[src/rtl/spi_arb_pkg.sv]
// Shared types and constants for the SPI request arbiter.
// Holds the arbiter state encoding and the engine word width.
package spi_arb_pkg;

    localparam int SPI_DW = 12;

    typedef enum logic [1:0] {
        IDLE   = 2'd0,
        LAUNCH = 2'd1,
        WAIT   = 2'd2,
        RESP   = 2'd3
    } arb_state_e;

endpackage

[src/rtl/rr_arbiter.sv]
// Combinational round-robin pick: first set request at or after ptr, wrapping.
// Returns a one-hot winner and its index; valid is low when no request is set.
module rr_arbiter #(
    parameter int NREQ = 4,
    parameter int IW   = $clog2(NREQ)
) (
    input  logic [NREQ-1:0] req,
    input  logic [IW-1:0]   ptr,
    output logic            valid,
    output logic [NREQ-1:0] win_onehot,
    output logic [IW-1:0]   win_idx
);

    logic [IW:0]   sum;
    logic [IW-1:0] idx;

    always_comb begin
        // NOTE: every output gets a default before the loop so no path leaves a latch.
        valid      = 1'b0;
        win_onehot = '0;
        win_idx    = '0;
        sum        = '0;
        idx        = '0;
        for (int k = 0; k < NREQ; k++) begin
            sum = {1'b0, ptr} + (IW+1)'(k);
            if (sum >= (IW+1)'(NREQ)) begin
                sum = sum - (IW+1)'(NREQ);
            end
            idx = sum[IW-1:0];
            if (!valid && req[idx]) begin
                valid           = 1'b1;
                win_onehot[idx] = 1'b1;
                win_idx         = idx;
            end
        end
    end

endmodule

[src/rtl/spi_req_arbiter.sv]
// Round-robin sharing of one SPI transaction engine among NREQ requesters.
// Optional WAIT watchdog enabled by defining SPI_ARB_TIMEOUT_EN.
module spi_req_arbiter
    import spi_arb_pkg::*;
#(
    parameter int NREQ     = 4,
    parameter int DW       = SPI_DW,
    parameter int NEWD_CYC = 16,
    parameter int TIMEOUT  = 4096
) (
    input  logic             clk,
    input  logic             rst,
    input  logic [NREQ-1:0]    req,
    input  logic [NREQ*DW-1:0] req_data,
    output logic [NREQ-1:0]    gnt,
    output logic [NREQ-1:0]    rsp_valid,
    output logic [DW-1:0]      rsp_data,
    output logic               rsp_err,
    output logic               busy,
    output logic               spi_newd,
    output logic [DW-1:0]      spi_din,
    input  logic [DW-1:0]      spi_dout,
    input  logic               spi_done
);

    localparam int IW = $clog2(NREQ);
`ifdef SPI_ARB_TIMEOUT_EN
    localparam int CNT_MAX = (NEWD_CYC > TIMEOUT) ? NEWD_CYC : TIMEOUT;
`else
    localparam int CNT_MAX = NEWD_CYC;
`endif
    localparam int CW = $clog2(CNT_MAX + 1);

    if (NREQ < 2 || NREQ > 8 || NEWD_CYC < 1 || TIMEOUT < 1) begin : g_param_check
        $error("spi_req_arbiter: parameter out of range");
    end

    arb_state_e      state_q, state_d;
    logic [CW-1:0]   cnt_q, cnt_d;
    logic [IW-1:0]   ptr_q, ptr_d;
    logic [IW-1:0]   win_q, win_d;
    logic            done_q;
    logic [NREQ-1:0] gnt_q, gnt_d;
    logic [NREQ-1:0] rsp_valid_q, rsp_valid_d;
    logic [DW-1:0]   rsp_data_q, rsp_data_d;
    logic            rsp_err_q, rsp_err_d;
    logic            busy_q, busy_d;
    logic            newd_q, newd_d;
    logic [DW-1:0]   din_q, din_d;

    logic            pick_valid;
    logic [NREQ-1:0] pick_onehot;
    logic [IW-1:0]   pick_idx;
    logic            done_rise;
    logic            launch_last;

    rr_arbiter #(
        .NREQ (NREQ),
        .IW   (IW)
    ) u_rr (
        .req        (req),
        .ptr        (ptr_q),
        .valid      (pick_valid),
        .win_onehot (pick_onehot),
        .win_idx    (pick_idx)
    );

    assign done_rise   = spi_done & ~done_q;
    assign launch_last = (cnt_q == CW'(NEWD_CYC - 1));
`ifdef SPI_ARB_TIMEOUT_EN
    logic wait_last;
    assign wait_last = (cnt_q == CW'(TIMEOUT - 1));
`endif

    always_ff @(posedge clk) begin
        // NOTE: state is updated with non-blocking assignments so every flop samples pre-edge values.
        if (rst) begin
            state_q     <= IDLE;
            cnt_q       <= '0;
            ptr_q       <= '0;
            win_q       <= '0;
            done_q      <= 1'b0;
            gnt_q       <= '0;
            rsp_valid_q <= '0;
            rsp_data_q  <= '0;
            rsp_err_q   <= 1'b0;
            busy_q      <= 1'b0;
            newd_q      <= 1'b0;
            din_q       <= '0;
        end else begin
            state_q     <= state_d;
            cnt_q       <= cnt_d;
            ptr_q       <= ptr_d;
            win_q       <= win_d;
            done_q      <= spi_done;
            gnt_q       <= gnt_d;
            rsp_valid_q <= rsp_valid_d;
            rsp_data_q  <= rsp_data_d;
            rsp_err_q   <= rsp_err_d;
            busy_q      <= busy_d;
            newd_q      <= newd_d;
            din_q       <= din_d;
        end
    end

    always_comb begin
        state_d = state_q;
        unique case (state_q)
            IDLE:    if (pick_valid)  state_d = LAUNCH;
            LAUNCH:  if (launch_last) state_d = WAIT;
            WAIT: begin
                if (done_rise) state_d = RESP;
`ifdef SPI_ARB_TIMEOUT_EN
                else if (wait_last) state_d = RESP;
`endif
            end
            RESP:    state_d = IDLE;
            default: state_d = IDLE;
        endcase
    end

    // Next values of the registered outputs; every output is a flop.
    always_comb begin
        gnt_d       = '0;
        rsp_valid_d = '0;
        rsp_data_d  = '0;
        rsp_err_d   = 1'b0;
        newd_d      = 1'b0;
        busy_d      = busy_q;
        din_d       = din_q;
        cnt_d       = cnt_q;
        ptr_d       = ptr_q;
        win_d       = win_q;
        unique case (state_q)
            IDLE: begin
                busy_d = 1'b0;
                din_d  = '0;
                if (pick_valid) begin
                    gnt_d  = pick_onehot;
                    win_d  = pick_idx;
                    din_d  = req_data[pick_idx * DW +: DW];
                    newd_d = 1'b1;
                    busy_d = 1'b1;
                    cnt_d  = '0;
                end
            end
            LAUNCH: begin
                if (launch_last) begin
                    cnt_d = '0;
                end else begin
                    newd_d = 1'b1;
                    cnt_d  = cnt_q + CW'(1);
                end
            end
            WAIT: begin
                if (done_rise) begin
                    rsp_valid_d = NREQ'(1) << win_q;
                    rsp_data_d  = spi_dout;
                end
`ifdef SPI_ARB_TIMEOUT_EN
                else if (wait_last) begin
                    rsp_valid_d = NREQ'(1) << win_q;
                    rsp_err_d   = 1'b1;
                end else begin
                    cnt_d = cnt_q + CW'(1);
                end
`endif
            end
            RESP: begin
                ptr_d  = (win_q == IW'(NREQ - 1)) ? '0 : win_q + IW'(1);
                busy_d = 1'b0;
                din_d  = '0;
            end
            default: ;
        endcase
    end

    assign gnt       = gnt_q;
    assign rsp_valid = rsp_valid_q;
    assign rsp_data  = rsp_data_q;
    assign rsp_err   = rsp_err_q;
    assign busy      = busy_q;
    assign spi_newd  = newd_q;
    assign spi_din   = din_q;

endmodule

[config.mk]
export PLATFORM = sky130hd
export DESIGN_NAME = spi_req_arbiter
export DESIGN_NICKNAME = d
export VERILOG_FILES = /design/src/rtl/spi_arb_pkg.sv /design/src/rtl/rr_arbiter.sv /design/src/rtl/spi_req_arbiter.sv
export SDC_FILE = /design/constraint.sdc
export NUM_CORES = 1
export LEC_CHECK = 0
export BUFFER_PORTS_ARGS = -buffer_cell sky130_fd_sc_hd__buf_2
export CAP_MARGIN = 40
export CORE_MARGIN = 10
export CORE_UTILIZATION = 44
export CTS_BUF_LIST = sky130_fd_sc_hd__clkbuf_8
export DETAILED_ROUTE_END_ITERATION = 12
export MAX_ROUTING_LAYER = met4
export PLACE_DENSITY = 0.88
export SLEW_MARGIN = 20
export SYNTH_ARGS = -nofsm -noshare
export SYNTH_HDL_FRONTEND = slang
export SYNTH_SLANG_ARGS = --single-unit
[constraint.sdc]
create_clock -name clk -period 3 [get_ports clk]
set_clock_uncertainty 0.2 [all_clocks]
set_input_delay 0.45 -clock clk [delete_from_list [all_inputs] [get_ports clk]]
set_output_delay 0.45 -clock clk [all_outputs]
set_load 0.02 [all_outputs]
==> impl_metrics.csv <==
group,metric,value,unit
status,status,"finished clean",
layout,postLayoutCoreUtil,58.84,%
global_route,use_met1,14.90,%
worst_setup_path,slowest_delay,0.41,ns
cts,clkSlewWorstSetupHoldPaths,0.08,ns
layout,drive_gt1_share,35.88,%
synthesis,syn_avg_cell_area,9.666,sq um
timing,layout_setup_ws,0.3037,ns
synthesis,yosys.area.top_type_share,39.70,%
worst_setup_path,end_kind,"flop",
layout,area_growth,29.56,%
synthesis,ys_ff_latch,46,
layout,seqCellArea,920.9,sq um
worst_setup_path,worst-setup-path-type,"flop to flop",
cts,cts_inserted_buffers,5,
layout,fin_nets,420,
routing,drtIter0Drc,156,
placement,post-place-ws,0.2993,ns
worst_setup_path,cp_cell_sequence,"inv_1 > ha_1 > mux4_2 > nor2b_1 > o21ai_1 > o31ai_4 > buf_12 > mux2i_1 > o221ai_1",
timing,hold_viol_final,0,
timing,grt_setup_unrepaired,"no",
power,ir_drop,0.0004306,V
floorplanning,die-area,0.008577,sq mm
synthesis,synth_ff_type,"dfxtp_1",
global_route,grt_pass1_vias,2140,
global_route,use_met3,5.973,%
cts,cts-root-buf,"clkbuf_8",
global_route,grt_pass1_wl,9.846,mm
worst_setup_path,start_kind,"flop",
cts,cts_resized,0,
global_route,antenna_found_initial,0,
routing,dr.pass1.iters,4,
placement,place.gp.congestion,0.8313,
cts,worstSkewPairLatency,0.30,ns
run,max-cap-violations,0,
layout,final.fill_count,469,
timing,fin_tns_setup,0,ns
global_route,met2_usage,25.00,%
timing,worst_pin_slew,0.6824,ns
global_route,track_usage,14.39,%
synthesis,yosysSeqAreaShare,39.70,%
floorplanning,die_w,92.61,microns
worst_setup_path,worst_path_max_delay_cell,"ha_1",
synthesis,synth_fp_nets,321,
timing,post-route-min-period,2.696,ns
routing,ant_nets,0,
timing,setup_violations,0,
floorplanning,die_h,92.61,microns
synthesis,synth_area,0.002320,sq mm
cts,postCtsSetupBuffers,0,
timing,slew_headroom,54.03,%
cts,clock-sinks,46,
routing,drc_errors,0,
power,p_total,2.205,mW
timing,fin_crit_sh,89.88,%
floorplanning,initial_core_util,45.42,%
synthesis,synth_edf_count,0,
worst_setup_path,crit_buf_inv,2,
worst_setup_path,cp.arrival,2.66,ns
floorplanning,core,0.005107,sq mm
timing,drv_slew,0,
synthesis,synth.distinct_cells,36,
placement,dp_hpwl,4.861,mm
timing,fmax,370.9,MHz
cts,cts_tree,"yes",
synthesis,yosysWarnings,0,
power,power.leakage,1.425,nW
floorplanning,io_pins,102,
routing,num_vias,2073,
worst_setup_path,cp_top_family,"multiplexers",
floorplanning,row_count,26,
global_route,grt_remaining_overflow,0,
synthesis,synth_area_leaders,"dfxtp_1 (40%), mux2i_1 (13%), ha_1 (7.6%)",
power,power.density,733.6,mW/mm^2
routing,routed_via_density,5.056,
cts,ctsLongestPathBuffers,2,
worst_hold_path,min_path_type,"primary input to flop",
cts,postCtsHoldBufs,0,
global_route,grt_max_degree,26,
routing,wire_per_inst,15.10,microns
global_route,grt_busiest_layer,"met2",
routing,wl,6.192,mm
cts,htree_num_levels,2,
synthesis,yosys.area.top_type,"dfxtp_1",
layout,multiInputGateArea,0.001291,sq mm
synthesis,syn-instance-count,240,
worst_setup_path,cp.required,2.96,ns
worst_setup_path,worstPathMaxFanout,25,
layout,n_antenna_cell,0,
synthesis,postSynth.asyncResetShare,0,%
placement,port_buffers,100,
flip-flops by register name (all words and copies together) (netlist names):
signal     flops
busy           1
win_q          2
spi_newd       1
rsp_valid      4
rsp_data      12
ptr_q          2
state_q        2
spi_din       12
gnt            4
done_q         1
cnt_q          5
path summary, 6_finish.rpt:
kind | depth (start not counted) | slack [ns] | from | to
worst max register to register | 9 | 0.30 | ptr_q[1]$_SDFFE_PP0N_ | spi_din[11]$_SDFFE_PP0P_
worst max-delay path | 9 | 0.30 | ptr_q[1]$_SDFFE_PP0N_ | spi_din[11]$_SDFFE_PP0P_
worst min-delay path | 2 | 0.14 | spi_dout[9] | rsp_data[9]$_SDFF_PP0_
worst min register to register | 2 | 0.27 | spi_din[0]$_SDFFE_PP0P_ | spi_din[0]$_SDFFE_PP0P_
placed cells by master (no fill, tap or decap), types with 6 or more instances in the layout:
cell | synthesis | routed
dfxtp_1 | 46 | 46
inv_1 | 8 | 9
o21ai_0 | 6 | 6
a21oi_1 | 8 | 8
mux2i_1 | 30 | 30
nand2_1 | 19 | 19
ha_1 | 14 | 14
buf_4 | 1 | 6
and2_1 | 12 | 12
nor2_1 | 24 | 24
o221ai_1 | 12 | 12
buf_2 | 0 | 100
layout make-up:
| type | instances | area share [%] |
|---|---|---|
| Multi-Input combinational cell | 171 | 42.96 |
| Tap cell | 70 | 2.914 |
| Inverter | 8 | 0.9992 |
| Clock inverter | 3 | 1.374 |
| Timing Repair Buffer | 107 | 18.82 |
| Clock buffer | 5 | 2.290 |
| Sequential cell | 46 | 30.64 |
synth_stat cells (3+ instances only):
master and n:
mux2i_1 30, nor2b_1 4, a221oi_1 5, mux4_2 4, nor2_1 24, a22oi_1 5
ha_1 14, dfxtp_1 46, nand2_1 19, nand3_1 3, o221ai_1 12, inv_1 8
buf_6 3, a21oi_1 8, o21ai_0 6, and2_1 12, clkbuf_1 10, nor3_1 4
nand2b_1 3
report_power, final:
group | internal (mW) | total (mW) | switching, mW
registers | 0.747 | 0.822 | 0.0750
logic | 0.383 | 0.936 | 0.554
clock network | 0.245 | 0.446 | 0.201
logic make-up after synthesis:
kind of cell,Yosys count,synth area share (%)
AO/OA/AOI/OAI,43,13.75
adder cells (fa/ha/maj),14,7.551
buffers and inverters,23,4.908
flip-flops,46,39.70
multiplexers,34,16.83
other,1,0.1617
AND/OR/NAND/NOR,79,17.10
layer usage:
layer / wire length, microns / vias up / part of all wire, %
met2: 3193 / 63 / 52
met4: 48 / 0 / 0.78
met1: 2482 / 948 / 40
met5: 0 / - / 0
met3: 468 / 7 / 7.6
li1: - / 1055 / -
stage by stage:
step	std cells	area, sq um	hold slack (ns)
after floorplan	240	2320	0.2472
after global placement	401	2888	0.2391
after detailed placement	402	2895	0.2500
after CTS	410	3005	0.1341
after global routing	410	3005	0.1410
final	410	3005	0.1444
(Power assumes the default switching activity.)
